`src/rtl/uart_sel_ctrl_pkg.sv`:
```
`default_nettype none
// ============================================================================
// Package    : uart_sel_pkg
// Description: Shared types and constants for the UART port-select sequencer.
//              Holds the FSM state type, the select encodings and a helper
//              that sizes the bounded counters.
// Revision   : 1.0  initial release
// ============================================================================
package uart_sel_pkg;

  typedef enum logic [1:0] {
    IDLE   = 2'd0,
    DRAIN  = 2'd1,
    SWITCH = 2'd2,
    GUARD  = 2'd3
  } sel_state_t;

  // Routing select encodings: 1 routes the PC to the ESP master, 0 to the ESP sim.
  localparam logic SEL_MASTER = 1'b1;
  localparam logic SEL_SIM    = 1'b0;

  // Width for a counter that must hold values up to p. One spare bit keeps
  // the terminal compare value representable even for power-of-two p.
  function automatic int cnt_width(input int p);
    return $clog2((p < 2) ? 2 : p) + 1;
  endfunction

endpackage
`default_nettype wire

```
`src/rtl/uart_sel_ctrl_if.sv`:
```
`default_nettype none
// ============================================================================
// Interface  : uart_sel_ctrl_if
// Description: Board-side bundle of the UART port-select sequencer.
//   btn_select    raw front-panel pushbutton, active-high, asynchronous
//   rx_pc         PC->FPGA UART line, idle high, asynchronous
//   rx_esp_master ESP master->FPGA UART line, idle high, asynchronous
//   rx_esp_sim    ESP sim->FPGA UART line, idle high, asynchronous
//   select        routing select to the selector datapath
//   busy          switch sequence in progress
//   forced        one-cycle pulse on a timeout-forced switch
//   master : pin/board side (drives button and lines, observes results)
//   slave  : the sequencer itself
// Revision   : 1.0  initial release
// ============================================================================
interface uart_sel_ctrl_if;

  logic btn_select;
  logic rx_pc;
  logic rx_esp_master;
  logic rx_esp_sim;
  logic select;
  logic busy;
  logic forced;

  modport master (
    output btn_select, rx_pc, rx_esp_master, rx_esp_sim,
    input  select, busy, forced
  );

  modport slave (
    input  btn_select, rx_pc, rx_esp_master, rx_esp_sim,
    output select, busy, forced
  );

endinterface
`default_nettype wire

```
`src/rtl/uart_sel_ctrl_debounce.sv`:
```
`default_nettype none
// ============================================================================
// Module     : sel_debounce
// Description: Pushbutton conditioner. 2-FF synchroniser, stability counter,
//              debounced level and a one-cycle request on each debounced press.
// Ports      :
//   clk    in  system clock
//   reset  in  asynchronous active-low reset
//   i_btn  in  raw pushbutton, active-high, asynchronous
//   o_req  out one-cycle pulse on a debounced 0->1 transition
// Revision   : 1.0  initial release
// ============================================================================
module sel_debounce
  import uart_sel_pkg::*;
#(
  parameter int DEBOUNCE_CYCLES = 500000
) (
  input  wire logic clk,
  input  wire logic reset,
  input  wire logic i_btn,
  output logic      o_req
);

  localparam int                c_CNT_W = cnt_width(DEBOUNCE_CYCLES);
  localparam logic [c_CNT_W-1:0] c_LAST  = c_CNT_W'(DEBOUNCE_CYCLES - 1);

  logic               r_meta;
  logic               r_sync;
  logic               r_level;
  logic               r_req;
  logic [c_CNT_W-1:0] r_cnt;

  // The counter only runs while the synchronised button disagrees with the
  // accepted level; any cycle of agreement (a bounce back) restarts it.
  always_ff @(posedge clk or negedge reset) begin
    if (!reset) begin
      r_meta  <= 1'b0;
      r_sync  <= 1'b0;
      r_level <= 1'b0;
      r_req   <= 1'b0;
      r_cnt   <= '0;
    end else begin
      r_meta <= i_btn;
      r_sync <= r_meta;
      r_req  <= 1'b0;
      if (r_sync == r_level) begin
        r_cnt <= '0;
      end else if (r_cnt == c_LAST) begin
        r_cnt   <= '0;
        r_level <= r_sync;
        // Only a press raises a request; a release is silent.
        r_req   <= r_sync;
      end else begin
        r_cnt <= r_cnt + 1'b1;
      end
    end
  end

  assign o_req = r_req;

endmodule
`default_nettype wire

```
`src/rtl/uart_sel_ctrl.sv`:
```
`default_nettype none
// ============================================================================
// Module     : uart_sel_ctrl
// Description: UART port-select sequencer. Turns a front-panel button into a
//              glitch-free routing select, deferring each switch until all
//              three UART lines have been idle for a full frame (or a drain
//              timeout expires), then holding off new requests for a guard
//              period.
// Ports      :
//   clk    in  system clock, single domain
//   reset  in  asynchronous active-low reset
//   bus    slave modport of uart_sel_ctrl_if (button, UART lines in;
//          select, busy, forced out)
// Revision   : 1.0  initial release
// ============================================================================
module uart_sel_ctrl
  import uart_sel_pkg::*;
#(
  parameter int   DEBOUNCE_CYCLES = 500000,
  parameter int   IDLE_CYCLES     = 4340,
  parameter int   TIMEOUT_CYCLES  = 5000000,
  parameter int   GUARD_CYCLES    = 4340,
  parameter logic SEL_RESET       = SEL_MASTER
) (
  input  wire logic      clk,
  input  wire logic      reset,
  uart_sel_ctrl_if.slave bus
);

  localparam int                   c_IDLE_W  = cnt_width(IDLE_CYCLES);
  localparam logic [c_IDLE_W-1:0]  c_IDLE_MAX = c_IDLE_W'(IDLE_CYCLES);
  localparam int                   c_TO_W    = cnt_width(TIMEOUT_CYCLES);
  localparam logic [c_TO_W-1:0]    c_TO_LAST = c_TO_W'(TIMEOUT_CYCLES - 1);
  localparam int                   c_GD_W    = cnt_width(GUARD_CYCLES);
  localparam logic [c_GD_W-1:0]    c_GD_LAST = c_GD_W'(GUARD_CYCLES - 1);

  logic                w_req;
  logic [2:0]          w_rx_raw;
  logic                w_all_idle;
  logic                w_line_idle;

  logic [2:0]          r_rx_meta;
  logic [2:0]          r_rx_sync;
  logic [c_IDLE_W-1:0] r_idle_cnt;

  sel_state_t          r_state;
  logic [c_TO_W-1:0]   r_to_cnt;
  logic [c_GD_W-1:0]   r_gd_cnt;
  logic                r_force_flag;
  logic                r_select;
  logic                r_busy;
  logic                r_forced;

  sel_debounce #(
    .DEBOUNCE_CYCLES (DEBOUNCE_CYCLES)
  ) u_debounce (
    .clk   (clk),
    .reset (reset),
    .i_btn (bus.btn_select),
    .o_req (w_req)
  );

  assign w_rx_raw = {bus.rx_pc, bus.rx_esp_master, bus.rx_esp_sim};

  // Line synchronisers come out of reset at the idle level so a reset
  // release never looks like a start bit.
  always_ff @(posedge clk or negedge reset) begin
    if (!reset) begin
      r_rx_meta <= 3'b111;
      r_rx_sync <= 3'b111;
    end else begin
      r_rx_meta <= w_rx_raw;
      r_rx_sync <= r_rx_meta;
    end
  end

  assign w_all_idle = &r_rx_sync;

  // Counts consecutive all-idle cycles; saturating keeps line_idle asserted
  // for as long as the lines stay quiet.
  always_ff @(posedge clk or negedge reset) begin
    if (!reset) begin
      r_idle_cnt <= '0;
    end else if (!w_all_idle) begin
      r_idle_cnt <= '0;
    end else if (r_idle_cnt != c_IDLE_MAX) begin
      r_idle_cnt <= r_idle_cnt + 1'b1;
    end
  end

  assign w_line_idle = (r_idle_cnt == c_IDLE_MAX);

  // Sequencer. busy is registered alongside the state so it tracks
  // (state != IDLE) with no combinational path to the output.
  always_ff @(posedge clk or negedge reset) begin
    if (!reset) begin
      r_state      <= IDLE;
      r_to_cnt     <= '0;
      r_gd_cnt     <= '0;
      r_force_flag <= 1'b0;
      r_select     <= SEL_RESET;
      r_busy       <= 1'b0;
      r_forced     <= 1'b0;
    end else begin
      r_forced <= 1'b0;
      case (r_state)
        IDLE: begin
          r_to_cnt <= '0;
          if (w_req) begin
            r_state      <= DRAIN;
            r_busy       <= 1'b1;
            r_force_flag <= 1'b0;
          end
        end
        DRAIN: begin
          // A real idle window wins over a coincident timeout.
          if (w_line_idle) begin
            r_state      <= SWITCH;
            r_force_flag <= 1'b0;
          end else if (r_to_cnt == c_TO_LAST) begin
            r_state      <= SWITCH;
            r_force_flag <= 1'b1;
          end else begin
            r_to_cnt <= r_to_cnt + 1'b1;
          end
        end
        SWITCH: begin
          r_state  <= GUARD;
          r_select <= ~r_select;
          r_forced <= r_force_flag;
          r_gd_cnt <= '0;
        end
        GUARD: begin
          if (r_gd_cnt == c_GD_LAST) begin
            r_state <= IDLE;
            r_busy  <= 1'b0;
          end else begin
            r_gd_cnt <= r_gd_cnt + 1'b1;
          end
        end
        default: begin
          r_state <= IDLE;
          r_busy  <= 1'b0;
        end
      endcase
    end
  end

  assign bus.select = r_select;
  assign bus.busy   = r_busy;
  assign bus.forced = r_forced;

endmodule
`default_nettype wire

```
`src/flat_wrapper.sv`:
```
// flat-port wrapper written by rule: the top's interface ports become plain ports
module uart_sel_ctrl_flat import uart_sel_pkg::*;
#(
  parameter int   DEBOUNCE_CYCLES = 500000,
  parameter int   IDLE_CYCLES     = 4340,
  parameter int   TIMEOUT_CYCLES  = 5000000,
  parameter int   GUARD_CYCLES    = 4340,
  parameter logic SEL_RESET       = SEL_MASTER
)
  (clk, reset, bus_btn_select, bus_rx_pc, bus_rx_esp_master, bus_rx_esp_sim, bus_select, bus_busy, bus_forced);
  uart_sel_ctrl_if bus_i ();
  input  wire logic clk;
  input  wire logic reset;
  input wire logic [$bits(bus_i.btn_select)-1:0] bus_btn_select;
  input wire logic [$bits(bus_i.rx_pc)-1:0] bus_rx_pc;
  input wire logic [$bits(bus_i.rx_esp_master)-1:0] bus_rx_esp_master;
  input wire logic [$bits(bus_i.rx_esp_sim)-1:0] bus_rx_esp_sim;
  output wire logic [$bits(bus_i.select)-1:0] bus_select;
  output wire logic [$bits(bus_i.busy)-1:0] bus_busy;
  output wire logic [$bits(bus_i.forced)-1:0] bus_forced;
  assign bus_i.btn_select = bus_btn_select;
  assign bus_i.rx_pc = bus_rx_pc;
  assign bus_i.rx_esp_master = bus_rx_esp_master;
  assign bus_i.rx_esp_sim = bus_rx_esp_sim;
  assign bus_select = bus_i.select;
  assign bus_busy = bus_i.busy;
  assign bus_forced = bus_i.forced;
  uart_sel_ctrl #(.DEBOUNCE_CYCLES(DEBOUNCE_CYCLES), .IDLE_CYCLES(IDLE_CYCLES), .TIMEOUT_CYCLES(TIMEOUT_CYCLES), .GUARD_CYCLES(GUARD_CYCLES), .SEL_RESET(SEL_RESET)) u_core (.clk(clk), .reset(reset), .bus(bus_i));
endmodule
```
`config.mk`:
```
export PLATFORM = sky130hd
export DESIGN_NAME = uart_sel_ctrl_flat
export DESIGN_NICKNAME = d
export VERILOG_FILES = /design/src/rtl/uart_sel_ctrl_pkg.sv /design/src/rtl/uart_sel_ctrl_if.sv /design/src/rtl/uart_sel_ctrl_debounce.sv /design/src/rtl/uart_sel_ctrl.sv /design/src/flat_wrapper.sv
export SDC_FILE = /design/constraint.sdc
export NUM_CORES = 1
export LEC_CHECK = 0
export ABC_AREA = 1
export ABC_CLOCK_PERIOD_IN_PS = 5000
export CAP_MARGIN = 20
export CORE_ASPECT_RATIO = 1.5
export CORE_UTILIZATION = 60
export CTS_CLUSTER_DIAMETER = 120
export CTS_CLUSTER_SIZE = 40
export DETAILED_ROUTE_END_ITERATION = 12
export PLACE_DENSITY = 0.77
export SLEW_MARGIN = 10
export SYNTH_ARGS = -nofsm -noshare
export SYNTH_HDL_FRONTEND = slang
export SYNTH_SLANG_ARGS = --single-unit
```
`constraint.sdc`:
```
create_clock -name clk -period 5 [get_ports clk]
set_input_delay 1.25 -clock clk [delete_from_list [all_inputs] [get_ports clk]]
set_output_delay 1.25 -clock clk [all_outputs]
set_load 0.02 [all_outputs]
```
### Word-level counts from Yosys, hierarchy flattened

Cells that the tools add are included.
Widths: inputs -> output; s select.

| storage, ports and cells | value |
|---|---|
| register bits | 88 |
| output and inout bits | 3 |

| cells by class | value |
|---|---|
| equal/unequal tests | 16 |
| add/subtract/negate cells | 4 |
| mux-type cells | 24 |
| bitwise logic cells | 2 |
| reduce and logical (&&, ||, !) cells | 11 |

Operators by type and width:

| cell | count |
|---|---|
| $mux 24 | 2 |
| $pmux 24 s2 | 1 |
| $mux 14 | 3 |
| $mux 20 | 2 |
| $add 14x1->14 const B | 2 |
| $eq 14x13->1 const B | 2 |
| $pmux 14 s2 | 1 |
| $add 24x1->24 const B | 1 |
| $eq 24x23->1 const B | 1 |
| $add 20x1->20 const B | 1 |
| $eq 20x19->1 const B | 1 |
| $reduce_and 3->1 | 5 |
| $ne 14x13->1 const B | 1 |
| $ne 2x2->1 const B | 5 |
| $mux 1 | 8 |
| $mux 2 | 4 |
| $pmux 2 s4 | 1 |
| $reduce_bool 2->1 | 3 |
| $eq 2x2->1 const B | 2 |
| $pmux 1 s2 | 2 |
| $reduce_and 2->1 | 2 |
| $ne 3x1->1 const B | 1 |
| $eq 2x1->1 const B | 1 |
| $logic_not 2->1 | 1 |
| 3 further kinds | 4 |

### Logic depth before layout (Yosys ltp)

Gate-level depths: netlist of run 1.

| depth | value |
|---|---|
| depth after elaboration | 4 |
| mapped depth | 12 |
| depth with buffers taken out | 11 |

### Hierarchy

From an unflattened synthesis of run 1, not the netlist that was laid out.

| second synthesis, totals | value |
|---|---|
| cell total of the unflattened synthesis | 690 |
| area, all modules | 5138.7 um^2 |

By module, submodules not included:

| module | cells an instance | area an instance (um^2) | times used |
|---|---|---|---|
| uart_sel_ctrl | 520 | 3817.4 | 1 |
| sel_debounce | 170 | 1321.3 | 1 |

### Worst setup path before layout of run 1

No wires, ideal clock.

| timing path | value |
|---|---|
| path kind | reg-to-output |
| start | reg u_core.r_select (netlist: u_core.bus.select) |
| end | out bus_select |
| arrival time | 0.570 ns |
| slack | 3.180 ns |
| path buffers | 0 |
| data required time | 3.750 ns |
| stages on the path, launching flop included | 1 |
| path through | dfstp_2 |

RTL lines:

| element | line | RTL |
|---|---|---|
| from (decl) | uart_sel_ctrl.sv:50 | `logic r_select;` |
| from (signal assigned) | uart_sel_ctrl.sv:129 | `r_select <= ~r_select;` |
| to (decl) | flat_wrapper.sv:18 | `output wire logic [$bits(bus_i.select)-1:0] bus_select;` |

No word-level cell between the ends.

### Final worst setup path of run 1

| timing path | value |
|---|---|
| start | reg u_core.r_select (netlist: u_core.bus.select) |
| end | out bus_select |

No word-level cell between the ends.

==> qor.yml, run 1 <==
ios: 9
skew_ns: 0.006769
fin_hold_ws_ns: 0.3555
fin_util: 0.6834
synth_cells: 686
cts_resized: 0
yosysSeqAreaShare: 0.4391
num_antenna_cells: 0
p_leak_nw: 2.385
antenna_found_initial: 0
instances_no_fill: 809
gp_congestion: 0.8958
arrival_ns: 1.47
syn_nets: 701
crit_buf_inv: 1
drt_wl_total_um: 10510
critPathKind: "register to output pin"
slew_viol_final: 0
final_cell_mix: "nand2_1, nor2_1, dfrtp_1, inv_1, nand3_1"
worst_hold_path_type: "register to register"
dieHeight_um: 114.2
path_clk_slew_ns: 0.07
placed_cell_area_um2: 5194
grt-busiest-layer: "met2"
final_common_cell: "nand2_1"
synth_ff_type: "dfrtp_1"
avgSynthCellArea_um2: 7.339
drv_cap: 0
core-area_um2: 8058
drt_pre_antenna_iters: 5
post_cts_buffers: 0
required_ns: 3.75
dp_cells: 792
ir_drop_v: 0.0002069
slowest_delay_ns: 0.60
dieArea_um2: 8769
track_usage: 0.2632
dp_slack_ns: 2.636
cp_top_family: "buffers and inverters"
crit_path_end_kind: "output pin"
hold_viol: 0
rows: 40
grt_max_degree: 89
postCtsHoldBufs: 0
wl_per_cell_um: 12.99
hold_depth: 0
setup_viol: 0
synth-async-reset-ratio: 1.000
drive_above_1_share: 0.08523
hold_path_startpoint: "u_core.r_rx_meta[1]$_DFF_PN1_"
clk_path_buf_depth: 2
io_buffers: 8
clkLatencyLatePin_ns: 0.34
r2r_end: "u_core.r_gd_cnt[13]$_DFFE_PN0P_"
reg2regPathDepth: 9
first_iter_violations: 200
vias: 4301
fin_crit_sh: 0.5449
p_total_mw: 1.397
fin_crit_ns: 2.724
synthDistinctLibCells: 36
power_density_nw_per_um2: 253.8
nets: 714
tightestPinTransition_ns: 0.8170
grtUsageMet1: 0.3098
syn_area_um2: 5035
die_w_um: 76.80
reg2reg_from: "u_core.r_gd_cnt[0]$_DFFE_PN0P_"
grt.overflow.total: 0
grt_pass1_wl_um: 18440
crit_path_cell_trace: "clkdlybuf4s50_1"
cp_max_fo: 2
antenna_left: 0
initial_core_util: 0.6248
numCtsBuffers: 9
numClockSinks: 88
grtUsageMet2: 0.4643
drcViolationCount: 0
grt_pass1_vias: 4270
rsz0062_at_grt: "false"
status: "finished clean"
met3_usage: 0.03108
crit_slowest_cell: "clkdlybuf4s50_1"
synth_warnings: 0
worstSetupStartpointType: "register"
htree_levels: 3
holdPathEnd: "u_core.r_rx_sync[1]$_DFF_PN1_"
tritoncts: "built"
vias_per_cell: 5.316
reg2reg_slack_ns: 3.00
clockRootBuffer: "clkbuf_16"
setup_tns_ns: 0
area_growth_pct: 9.369
slew_headroom: 0.4517
synth_edf_count: 0
post-dp-hpwl_um: 7437
finalWorstSetupSlack_ns: 2.276
design_area_um2: 5507
ys_ff_latch: 88
fmax_mhz: 367.0
state kept, by name (all words and copies together) (netlist names):
name,flops
u_core.r_force_flag,1
u_core.r_state,2
u_core.bus.select,1
u_core.bus.forced,1
u_core.u_debounce.o_req,1
u_core.u_debounce.r_sync,1
u_core.u_debounce.r_level,1
u_core.r_to_cnt,24
u_core.u_debounce.r_meta,1
u_core.r_gd_cnt,14
u_core.u_debounce.r_cnt,20
u_core.r_rx_meta,3
u_core.r_idle_cnt,14
u_core.bus.busy,1
u_core.r_rx_sync,3
how the worst max path moves through the flow:
stage | to | cells after the start | slack (ns) | startpoint
after floorplan | bus_select | 0 | 3.18 | u_core.bus.select$_DFFE_PN1P_
after global placement | bus_select | 1 | 2.64 | u_core.bus.select$_DFFE_PN1P_
after detailed placement | bus_select | 1 | 2.64 | u_core.bus.select$_DFFE_PN1P_
after CTS | bus_select | 1 | 2.26 | u_core.bus.select$_DFFE_PN1P_
after global routing | bus_select | 1 | 2.24 | u_core.bus.select$_DFFE_PN1P_
final | bus_select | 1 | 2.28 | u_core.bus.select$_DFFE_PN1P_
routing by layer:
metal  vias up  share of wire
li1       2176              -
met1      2026           0.43
met2        75           0.52
met3        24          0.025
met4         0          0.028
met5         -              0
area by class of cell:
cell class	instances	area, µm²
fillers	669	2551
multi-input cells	502	2440
flip-flops and latches	88	2211
inverters	89	334.1
clock buffers	9	225.2
well taps	105	131.4
repair buffers	9	105.1
clock inverters	7	60.06
kinds of logic after synthesis:
family | count (synthesis) | share of synthesized area
DFF | 88 | 0.4391
buffers and inverters | 96 | 0.07629
and+or+nand+nor | 414 | 0.3529
xor gates and xnor gates | 29 | 0.05045
adders and majority gates | 9 | 0.02237
AOI/OAI and AO/OA | 50 | 0.05890
power breakdown:
group / switching (mW) / internal (mW) / total (mW)
clock: 0.299 / 0.346 / 0.646
combinational: 0.0213 / 0.00834 / 0.0296
sequential: 0.00292 / 0.719 / 0.722
total: 0.324 / 1.07 / 1.40
cell usage after synthesis, types with 2 or more instances:
library cell | number | share of area
nand2_1 | 195 | 0.15
nor2_1 | 120 | 0.089
dfrtp_1 | 81 | 0.40
inv_1 | 74 | 0.055
nand3_1 | 43 | 0.043
xor2_1 | 27 | 0.047
nor3_1 | 19 | 0.019
nand4_1 | 15 | 0.019
o21ai_0 | 14 | 0.014
inv_2 | 13 | 0.0097
a21oi_1 | 11 | 0.011
ha_1 | 9 | 0.022
o21ai_2 | 8 | 0.014
dfstp_2 | 7 | 0.037
o21ai_1 | 7 | 0.0070
o22ai_1 | 5 | 0.0062
nand2_2 | 4 | 0.0050
buf_6 | 3 | 0.0067
clkbuf_1 | 3 | 0.0022
nor2_4 | 3 | 0.0067
nor3b_1 | 3 | 0.0045
a31oi_1 | 2 | 0.0025
and2_1 | 2 | 0.0025
clkinv_1 | 2 | 0.0015
nand2_4 | 2 | 0.0045
nand3b_1 | 2 | 0.0030
nor2_2 | 2 | 0.0025
xnor2_1 | 2 | 0.0035
No activity file was read; power rests on OpenSTA's default activity.
==> inputs of run 2 (changes only) <==
--- a/config.mk
+++ b/config.mk
@@ -6,10 +6,10 @@
 export NUM_CORES = 1
 export LEC_CHECK = 0
 export ABC_AREA = 1
-export ABC_CLOCK_PERIOD_IN_PS = 5000
+export ABC_CLOCK_PERIOD_IN_PS = 2400
 export CAP_MARGIN = 20
 export CORE_ASPECT_RATIO = 1.5
-export CORE_UTILIZATION = 60
+export CORE_UTILIZATION = 57
 export CTS_CLUSTER_DIAMETER = 120
 export CTS_CLUSTER_SIZE = 40
 export DETAILED_ROUTE_END_ITERATION = 12
==> constraint.sdc (replaced) <==
create_clock -name clk -period 2.4 [get_ports clk]
set_input_delay 0.6 -clock clk [delete_from_list [all_inputs] [get_ports clk]]
set_output_delay 0.6 -clock clk [all_outputs]
set_load 0.02 [all_outputs]
==> run 2 against run 1 <==
Clock skew shrank 0.0015 ns. Sequential share of layout area shrank 0.26 points. Register-to-register slack lost 2.5 ns. Sequential power grew 110%. Cell count grew 0.49%. Clock power grew 130%. Via count shrank 0.91%. Combinational power grew 110%. Utilization shrank 2.9 points. Cell area grew 0.66%. Count of clock-buffer cells in the layout grew 1. Non-clock buffer count grew 2. Largest power group unchanged.
==> qor.yml, run 2 (same netlist as run 1, synthesis figures left out) <==
fin_crit_sh: 0.8640
num_antenna_cells: 0
post-dp-hpwl_um: 7652
htree_levels: 3
reg2regPathDepth: 8
path_clk_slew_ns: 0.07
reg2reg_from: "u_core.r_to_cnt[0]$_DFFE_PN0P_"
p_leak_nw: 2.411
grt.overflow.total: 0
reg2reg_slack_ns: 0.53
top_regs: "u_core.r_to_cnt x24, u_core.u_debounce.r_cnt x20"
arrival_ns: 1.47
gp_congestion: 0.9332
grt-busiest-layer: "met2"
numCtsBuffers: 9
slowest_delay_ns: 0.59
postCtsHoldBufs: 0
io_buffers: 8
setup_tns_ns: 0
power_density_nw_per_um2: 548.8
clk_path_buf_depth: 2
met3_usage: 0.04031
crit_slowest_cell: "clkdlybuf4s50_1"
clkLatencyLatePin_ns: 0.34
drt_wl_total_um: 10520
final_common_cell: "nand2_1"
grt_pass1_vias: 4065
p_switching_mw: 0.6743
r2r_end: "u_core.r_to_cnt[8]$_DFFE_PN0P_"
grtUsageMet1: 0.3047
power.internal_mw: 2.368
grtUsageMet2: 0.4354
crit_path_cell_trace: "clkdlybuf4s50_1"
track_usage: 0.2517
setup_viol: 0
drt_pre_antenna_iters: 4
fin_crit_ns: 2.074
cts_resized: 0
status: "finished clean"
grt_max_degree: 48
final_cell_mix: "nand2_1, nor2_1, dfrtp_1, inv_1, nand3_1"
slew_headroom: 0.5715
tightestPinTransition_ns: 0.6421
p_sw_frac: 0.2217
core-area_um2: 8464
vias: 4262
worst_hold_path_type: "input pin to asynchronous set/reset pin"
fmax_mhz: 482.2
required_ns: 1.80
largest_reg_flops: 24
drive_above_1_share: 0.08782
tritoncts: "built"
worstSetupStartpointType: "register"
die_w_um: 78.74
crit_buf_inv: 1
skew_ns: 0.005249
first_iter_violations: 206
ir_drop_v: 0.0003703
crit_path_end_kind: "output pin"
drv_cap: 0
drcViolationCount: 0
antenna_left: 0
dieArea_um2: 9220
slew_viol_final: 0
hold_viol: 0
numClockSinks: 88
cp_max_fo: 2
rsz0062_at_grt: "false"
clockRootBuffer: "clkbuf_16"
cp_top_family: "buffers and inverters"
clkPwrFrac: 0.485
nets: 716
regMostFlops: "u_core.r_to_cnt"
post_cts_buffers: 0
seqPwrFrac: 0.495
fin_util: 0.6548
dieHeight_um: 117.1
vias_per_cell: 5.242
comb_power_share: 0.020
initial_core_util: 0.5948
antenna_found_initial: 0
critPathKind: "register to output pin"
grt_pass1_wl_um: 18100
area_growth_pct: 10.09
rows: 41
ios: 9
wl_per_cell_um: 12.94
-- run 2: final cells by class --
class,count,area [µm²]
Clock buffer,10,239.0
Clock inverter,6,72.57
Multi-Input combinational cell,502,2440
Inverter,89,334.1
Tap cell,107,133.9
Sequential cell,88,2211
Timing Repair Buffer,11,112.6
Fill cell,714,2922
-- run 2: metrics by stage --
step | area (µm²) | power [mW] | instances | hold WS, ns | setup WS, ns
after floorplan | 5035 | 1.547 | 686 | 0.3044 | 0.8017
after global placement | 5231 | 1.593 | 797 | 0.3310 | 0.6109
after detailed placement | 5231 | 1.597 | 797 | 0.3440 | 0.5446
after CTS | 5543 | 3.072 | 813 | 0.1397 | 0.3084
after global routing | 5543 | 3.139 | 813 | 0.1587 | 0.2962
final | 5543 | 3.042 | 813 | 0.1428 | 0.3264
-- run 2: how the worst max path moves through the flow --
stage | to | slack, ns | cells after the start | from
2_1_floorplan | u_core.r_to_cnt[12]$_DFFE_PN0P_ | 0.80 | 9 | u_core.r_to_cnt[0]$_DFFE_PN0P_
3_3_place_gp | u_core.r_to_cnt[3]$_DFFE_PN0P_ | 0.61 | 8 | u_core.r_state[0]$_DFFE_PN0P_
3_5_place_dp | u_core.r_to_cnt[7]$_DFFE_PN0P_ | 0.54 | 8 | u_core.r_to_cnt[0]$_DFFE_PN0P_
4_1_cts | bus_select | 0.31 | 1 | u_core.bus.select$_DFFE_PN1P_
5_1_grt | bus_select | 0.30 | 1 | u_core.bus.select$_DFFE_PN1P_
6_report | bus_select | 0.33 | 1 | u_core.bus.select$_DFFE_PN1P_
-- run 2: power by group through the flow --
stage / clock [mW] / combinational [mW] / sequential, mW
global placement: 0 / 0.0621 / 1.53
detailed placement: 0 / 0.0645 / 1.53
global route: 1.56 / 0.0731 / 1.50
CTS: 1.50 / 0.0649 / 1.50
finish: 1.48 / 0.0619 / 1.50
floorplan: 0 / 0.0158 / 1.53
-- run 2: metal layers --
metal / vias to the layer above / wire length (µm)
met5: - / 0
met4: 0 / 284
met3: 25 / 276
met2: 74 / 5335
met1: 1977 / 4621
li1: 2186 / -
